**src/rtl/multicycle_alu.sv**
```systemverilog
// Execution-stage ALU: single-cycle ADD/SUB/AND/OR and an iterative shift-add
// MUL taking WIDTH cycles, exposed through a valid/ready handshake.
module multicycle_alu #(
  parameter int WIDTH = 32
) (
  input  logic             clk_i,
  input  logic             rst_i,
  input  logic             valid_i,
  input  logic [2:0]       ALUCtrl_i,
  input  logic [WIDTH-1:0] data1_i,
  input  logic [WIDTH-1:0] data2_i,
  output logic             ready_o,
  output logic             valid_o,
  output logic [WIDTH-1:0] data_o,
  output logic             zero_o
);

  localparam int CNT_W = $clog2(WIDTH + 1);
  // The edge that sees this count completes the WIDTH-th iteration.
  localparam logic [CNT_W-1:0] LAST_ITER = CNT_W'(WIDTH - 1);

  localparam logic [2:0] OP_ADD = 3'b000;
  localparam logic [2:0] OP_MUL = 3'b001;
  localparam logic [2:0] OP_SUB = 3'b010;
  localparam logic [2:0] OP_AND = 3'b011;
  localparam logic [2:0] OP_OR  = 3'b100;

  typedef enum logic {
    S_IDLE,
    S_MUL_BUSY
  } state_e;

  state_e           r_state;
  logic [WIDTH-1:0] r_m;
  logic [WIDTH-1:0] r_q;
  logic [WIDTH-1:0] r_p;
  logic [CNT_W-1:0] r_cnt;
  logic [WIDTH-1:0] r_data;
  logic             r_zero;
  logic             r_valid;

  state_e           w_state_nx;
  logic [WIDTH-1:0] w_m_nx;
  logic [WIDTH-1:0] w_q_nx;
  logic [WIDTH-1:0] w_p_nx;
  logic [CNT_W-1:0] w_cnt_nx;
  logic [WIDTH-1:0] w_data_nx;
  logic             w_zero_nx;
  logic             w_valid_nx;

  logic [WIDTH-1:0] w_alu_res;
  logic [WIDTH-1:0] w_p_acc;

  always_comb begin
    unique case (ALUCtrl_i)
      OP_SUB:  w_alu_res = data1_i - data2_i;
      OP_AND:  w_alu_res = data1_i & data2_i;
      OP_OR:   w_alu_res = data1_i | data2_i;
      default: w_alu_res = data1_i + data2_i;
    endcase
  end

  assign w_p_acc = r_q[0] ? (r_p + r_m) : r_p;

  always_comb begin
    // NOTE: every output gets a default before the case so no path leaves it unassigned, which would infer a latch.
    w_state_nx = r_state;
    w_m_nx     = r_m;
    w_q_nx     = r_q;
    w_p_nx     = r_p;
    w_cnt_nx   = r_cnt;
    w_data_nx  = r_data;
    w_zero_nx  = r_zero;
    w_valid_nx = 1'b0;

    case (r_state)
      S_IDLE: begin
        if (valid_i) begin
          if (ALUCtrl_i == OP_MUL) begin
            w_m_nx     = data1_i;
            w_q_nx     = data2_i;
            w_p_nx     = '0;
            w_cnt_nx   = '0;
            w_state_nx = S_MUL_BUSY;
          end else begin
            w_data_nx  = w_alu_res;
            w_zero_nx  = (w_alu_res == '0);
            w_valid_nx = 1'b1;
          end
        end
      end
      S_MUL_BUSY: begin
        w_p_nx   = w_p_acc;
        w_m_nx   = r_m << 1;
        w_q_nx   = r_q >> 1;
        w_cnt_nx = r_cnt + 1'b1;
        if (r_cnt == LAST_ITER) begin
          w_data_nx  = w_p_acc;
          w_zero_nx  = (w_p_acc == '0);
          w_valid_nx = 1'b1;
          w_state_nx = S_IDLE;
        end
      end
    endcase
  end

  always_ff @(posedge clk_i) begin
    // NOTE: non-blocking assignments so every register samples pre-edge values regardless of statement order.
    if (rst_i) begin
      r_state <= S_IDLE;
      r_m     <= '0;
      r_q     <= '0;
      r_p     <= '0;
      r_cnt   <= '0;
      r_data  <= '0;
      r_zero  <= 1'b1;
      r_valid <= 1'b0;
    end else begin
      r_state <= w_state_nx;
      r_m     <= w_m_nx;
      r_q     <= w_q_nx;
      r_p     <= w_p_nx;
      r_cnt   <= w_cnt_nx;
      r_data  <= w_data_nx;
      r_zero  <= w_zero_nx;
      r_valid <= w_valid_nx;
    end
  end

  assign ready_o = (r_state == S_IDLE);
  assign valid_o = r_valid;
  assign data_o  = r_data;
  assign zero_o  = r_zero;

endmodule

```
**config.mk**
```make
export PLATFORM = sky130hd
export DESIGN_NAME = multicycle_alu
export DESIGN_NICKNAME = d
export VERILOG_FILES = /design/src/rtl/multicycle_alu.sv
export SDC_FILE = /design/constraint.sdc
export NUM_CORES = 1
export LEC_CHECK = 0
export ABC_AREA = 1
export CAP_MARGIN = 20
export CORE_MARGIN = 8
export CORE_UTILIZATION = 45
export DETAILED_ROUTE_END_ITERATION = 12
export HOLD_SLACK_MARGIN = 0.08
export PLACE_DENSITY = 0.73
export SLEW_MARGIN = 20
export SYNTH_ARGS = -nofsm -noshare
export SYNTH_HDL_FRONTEND = slang
export SYNTH_SLANG_ARGS = --single-unit
```
**constraint.sdc**
```tcl
create_clock -name clk_i -period 4.4 [get_ports clk_i]
set_input_delay 0.44 -clock clk_i [delete_from_list [all_inputs] [get_ports clk_i]]
set_output_delay 0.44 -clock clk_i [all_outputs]
set_load 0.01 [all_outputs]
```
### Yosys cells after proc, flatten, opt, wreduce, memory -nomap -nowiden

Cells that the tools add are included.

| operators by class | value |
|---|---|
| add/subtract/negate cells | 4 |
| equal/unequal tests | 9 |
| multiplexer cells | 30 |
| bitwise logic cells | 3 |
| reductions and logical operators | 4 |

Operators by type and width:

| cell | number |
|---|---|
| 2-to-1 mux 32 bit | 10 |
| case mux 32 bit (2 select lines) | 4 |
| case mux 32 bit (3 select lines) | 1 |
| adder 32 bit | 2 |
| zero test 32 bit | 2 |
| AND 32 bit | 1 |
| bitwise OR 32 bit | 1 |
| subtractor 32 bit | 1 |
| 2-to-1 mux 6 bit | 2 |
| case mux 6 bit (2 select lines) | 1 |
| 2-to-1 mux 1 bit | 9 |
| adder 6 x 1 -> 6 bit, second input constant | 1 |
| == test 3 x 2 -> 1 bit, second input constant | 2 |
| == test 6 x 5 -> 1 bit, second input constant | 1 |
| case mux 1 bit (2 select lines) | 3 |
| != test 2 x 1 -> 1 bit, second input constant | 2 |
| != test 2 bit, second input constant | 2 |
| == test 3 x 1 -> 1 bit, second input constant | 1 |
| == test 3 bit, second input constant | 1 |
| AND reduction 3 bit | 1 |
| AND reduction 2 bit | 1 |
| NOT 1 bit | 1 |

| storage, ports and cells | value |
|---|---|
| flip-flop bits (word level) | 137 |
| input bits | 70 |
| output and inout port bits | 35 |
| word-level logic and storage cells | 58 |

### Longest topological paths before layout

| depth | value |
|---|---|
| depth after elaboration | 6 |
| gate-level depth with buffers | 30 |
| mapped depth without buffers | 30 |

### Worst setup path after synthesis

Ideal clock, no wire load.

| timing path | value |
|---|---|
| path kind | input -> register |
| from | input port data2_i[1] |
| to | register r_zero, in the netlist zero_o |
| setup time | 0.058 ns |
| data arrival time | 3.285 ns |
| data required time | 4.342 ns |
| path slack | 1.057 ns |
| cell stages on the path | 29 |
| buffers on the path | 0 |
| cells stage by stage | inv_1 -> ha_1 -> nand2_1 -> nor2_1 -> nand3_1 -> nor2_2 -> nand4_1 -> nor2_1 -> nand2_1 -> o21ai_0 -> o21ai_0 -> xnor2_1 -> ha_1 -> inv_1 -> nor3_1 -> nand2_1 -> nor2_1 -> nand2_1 -> nand2_1 -> nand2_1 -> nand3_1 -> nand2_1 -> inv_1 -> nand2_1 -> nor2_1 -> nand4_1 -> nand2_1 -> nand2_1 -> nand2_1 |

| on the way | value |
|---|---|
| word-level cells in the longest chain between the ends | 6 |
| elaborated cells on any way between the ends | 9 |
| those cells by class | add/sub: 2; mux: 4; bitwise: 2; reduce/logical: 1 |

RTL lines:

| item | RTL line | text |
|---|---|---|
| from (decl) | 11 | `input logic [WIDTH-1:0] data2_i,` |
| adder 32 bit, or another cell as far along | 59 | `default: w_alu_res = data1_i + data2_i;` |
| case mux 32 bit (3 select lines) (*) | 55 | `unique case (ALUCtrl_i)` |
| zero test 32 bit (*) | 87 | `w_zero_nx = (w_alu_res == '0);` |
| 2-to-1 mux 1 bit (*) | 79 | `if (ALUCtrl_i == OP_MUL) begin` |
| 2-to-1 mux 1 bit (*) | 78 | `if (valid_i) begin` |
| case mux 1 bit (2 select lines) (*) | 76 | `case (r_state)` |
| to (signal assigned) | 125 | `r_zero <= w_zero_nx;` |
| to (decl) | 39 | `logic r_zero;` |

Mark *: on every way between the ends. The rest lies on a longest branch, timed or not. The select of a mux whose other input is x is not followed.
A chain may end at the register's enable or synchronous reset.

### Worst setup path in the final report

Ends and elaborated chain as after synthesis.

==> impl_metrics.env <==
export IMPL_startpoint_type="input port"
export IMPL_peakVddDrop_mv=0.267
export IMPL_cts_tree="built"
export IMPL_rows=60
export IMPL_diodes=0
export IMPL_synth_edf_count=0
export IMPL_relSlewSlack=0.275
export IMPL_dieWidth_um=182
export IMPL_pre_cts_slack_ns=-0.140
export IMPL_power_density_nw_per_um2=272
export IMPL_critical_path_class="in -> reg"
export IMPL_drtPass1Iterations=7
export IMPL_critPathMaxStageDelay_ns=0.42
export IMPL_dr_wl_met3_mm=2.28
export IMPL_worst_pin_slew_ns=1.09
export IMPL_grt_max_degree=99
export IMPL_yosysTopAreaCell="nand2_1"
export IMPL_track_usage=0.261
export IMPL_synth_seq_cells=137
export IMPL_status="completed"
export IMPL_setup_violations=0
export IMPL_finalCritPeriodShare=0.911
export IMPL_maxCapViolCount=0
export IMPL_start_util=0.458
export IMPL_grt_ovfl_total=0
export IMPL_routed_wl_met2_mm=20.4
export IMPL_yosysWarnings=0
export IMPL_synth_nets=2332
export IMPL_final_cell_mix="nand2_1, inv_1, nor2_1"
export IMPL_crit_path_frequent_cell="nand2_1"
export IMPL_grt_setup_unrepaired="no"
export IMPL_cts_root_buf="clkbuf_16"
export IMPL_hold_ws_ns=0.467
export IMPL_crit_fanout=5
export IMPL_seq_area_frac_synth=0.222
export IMPL_h_tree_depth=4
export IMPL_arrival_ns=4.39
export IMPL_min_delay_path_class="reg -> reg"
export IMPL_initialDrtViolationCount=1288
export IMPL_placedCellCount=2616
export IMPL_yosysTopAreaCellShare=0.246
export IMPL_path_clk_slew_ns=0.08
export IMPL_critPathRequiredTime_ns=4.78
export IMPL_hold_viol_final=0
export IMPL_grt_pass1_vias=13417
export IMPL_wl_met1_mm=20.0
export IMPL_synth_distinct_cells=45
export IMPL_place_gp_congestion=0.949
export IMPL_power_mw=3.94
export IMPL_drc=0
export IMPL_syn_inst=2194
export IMPL_ant_nets=0
export IMPL_syn2layout_area_growth_pct=17.3
export IMPL_vias_per_cell=5.34
export IMPL_coreArea_um2=27000
export IMPL_io_buffers=104
export IMPL_syn_avg_cell_area_um2=5.63
export IMPL_fin_area_um2=14500
export IMPL_grt_antenna_before_repair=0
export IMPL_cp_slowest_cell="clkdlybuf4s50_1"
export IMPL_final_min_clock_period_ns=4.01
export IMPL_wl_per_cell_um=16.4
export IMPL_fmax_ghz=0.250
export IMPL_setup_slack_ns=0.392
export IMPL_postCtsHoldBufs=0
export IMPL_fill_cells=2831
export IMPL_die_area_um2=33000
export IMPL_fp_dieH_um=182
export IMPL_stdcell_count=2648
export IMPL_multi_input_area_um2=8120
export IMPL_clk_insertion_delay_late_ns=0.43
export IMPL_place_area_um2=13900
export IMPL_endpoint_kind="flop"
export IMPL_vias=14149
export IMPL_routed_top_layer="met4"
export IMPL_final_common_cell="nand2_1"
export IMPL_drt_wl_total_mm=43.5
export IMPL_synth_async_sr_flop_share=0
export IMPL_cts_buffers=17
export IMPL_post_cts_buffers=0
export IMPL_drive_gt1_frac=0.0503
export IMPL_slew_violations=0
export IMPL_synth_flop_cell="dfxtp_1"
export IMPL_synth_area_um2=12400
export IMPL_skew_ns=0.0149
export IMPL_dp_hpwl_mm=34.9
export IMPL_leakagePower_nw=7.13
export IMPL_cts_sinks=137
export IMPL_synthTopCellsByArea="nand2_1, dfxtp_1, inv_1"
export IMPL_final_nets=2432
export IMPL_cts_resized=0
export IMPL_ios=105
export IMPL_cts_path_max_buffers=2
export IMPL_seq_area_um2=2750
export IMPL_grt_first_pass_wirelength_mm=70.0
==> through the flow <==
step | setup TNS (ns) | util
after floorplan | 0 | -
after global placement | -0.136 | 0.516
after detailed placement | -0.219 | 0.516
after CTS | 0 | 0.538
after global routing | 0 | 0.538
final | 0 | 0.538
==> Yosys cell counts, types with 12 or more instances <==
cell      instances
nand2_1         811
or2_2            13
dfxtp_1         137
nand3_1         173
inv_1           306
nand4_1          25
xor2_1           32
a21oi_1          96
nor3_1           21
ha_1             66
a31oi_1          82
buf_2            12
o211ai_1         25
nor2_1          204
o21bai_1         15
o21ai_0          54
clkbuf_1         47
==> cells by family after synthesis <==
group,after synthesis,synth area share
simple gates,1271,0.421
buf+inv,387,0.121
compound gates,296,0.141
flops,137,0.222
fa+ha+maj,68,0.0701
xor+xnor,35,0.0248
==> final timing paths <==
kind | start | to | slack (ns) | cells past startpoint
worst max-delay path | data2_i[1] | zero_o | 0.39 | 30
worst min register to register | r_q[31] | r_q[31] | 0.47 | 2
worst max register to register | r_p[0] | zero_o | 1.49 | 19
worst min-delay path | r_q[31] | r_q[31] | 0.47 | 2
==> metal layers <==
metal,vias up,global-route usage
met5,-,0
met4,0,0.0731
met3,53,0.0244
met2,421,0.443
met1,6472,0.347
li1,7203,-
==> registers in the layout, summed over array words and instances, names as in the netlist <==
signal,cells
r_p,32
data_o,32
r_state,1
r_cnt,6
zero_o,1
r_m,32
r_q,32
valid_o,1
==> final cells by class <==
class                      instances  share of cell area
tap                              341              0.0295
clock inverter                    14              0.0104
sequential                       137               0.190
multi-input combinational       1670               0.561
timing repair buffer             157              0.0992
inverter                         311              0.0806
clock buffer                      18              0.0303
==> worst max-delay path, delay by kind of cell <==
| kind | cells | cell delay [ns] |
|---|---|---|
| compound gates | 1 | 0.12 |
| xor+xnor | 1 | 0.18 |
| fa+ha+maj | 1 | 0.38 |
| buf+inv | 9 | 1.22 |
| simple gates | 18 | 2.07 |
==> power by group <==
group | switching, mW | internal (mW) | leakage (nW) | total [mW]
Clock | 0.673 | 0.819 | 0.282 | 1.49
Sequential | 0.0413 | 1.29 | 1.11 | 1.33
Combinational | 0.695 | 0.426 | 5.73 | 1.12
No activity file was read; power rests on OpenSTA's default activity.
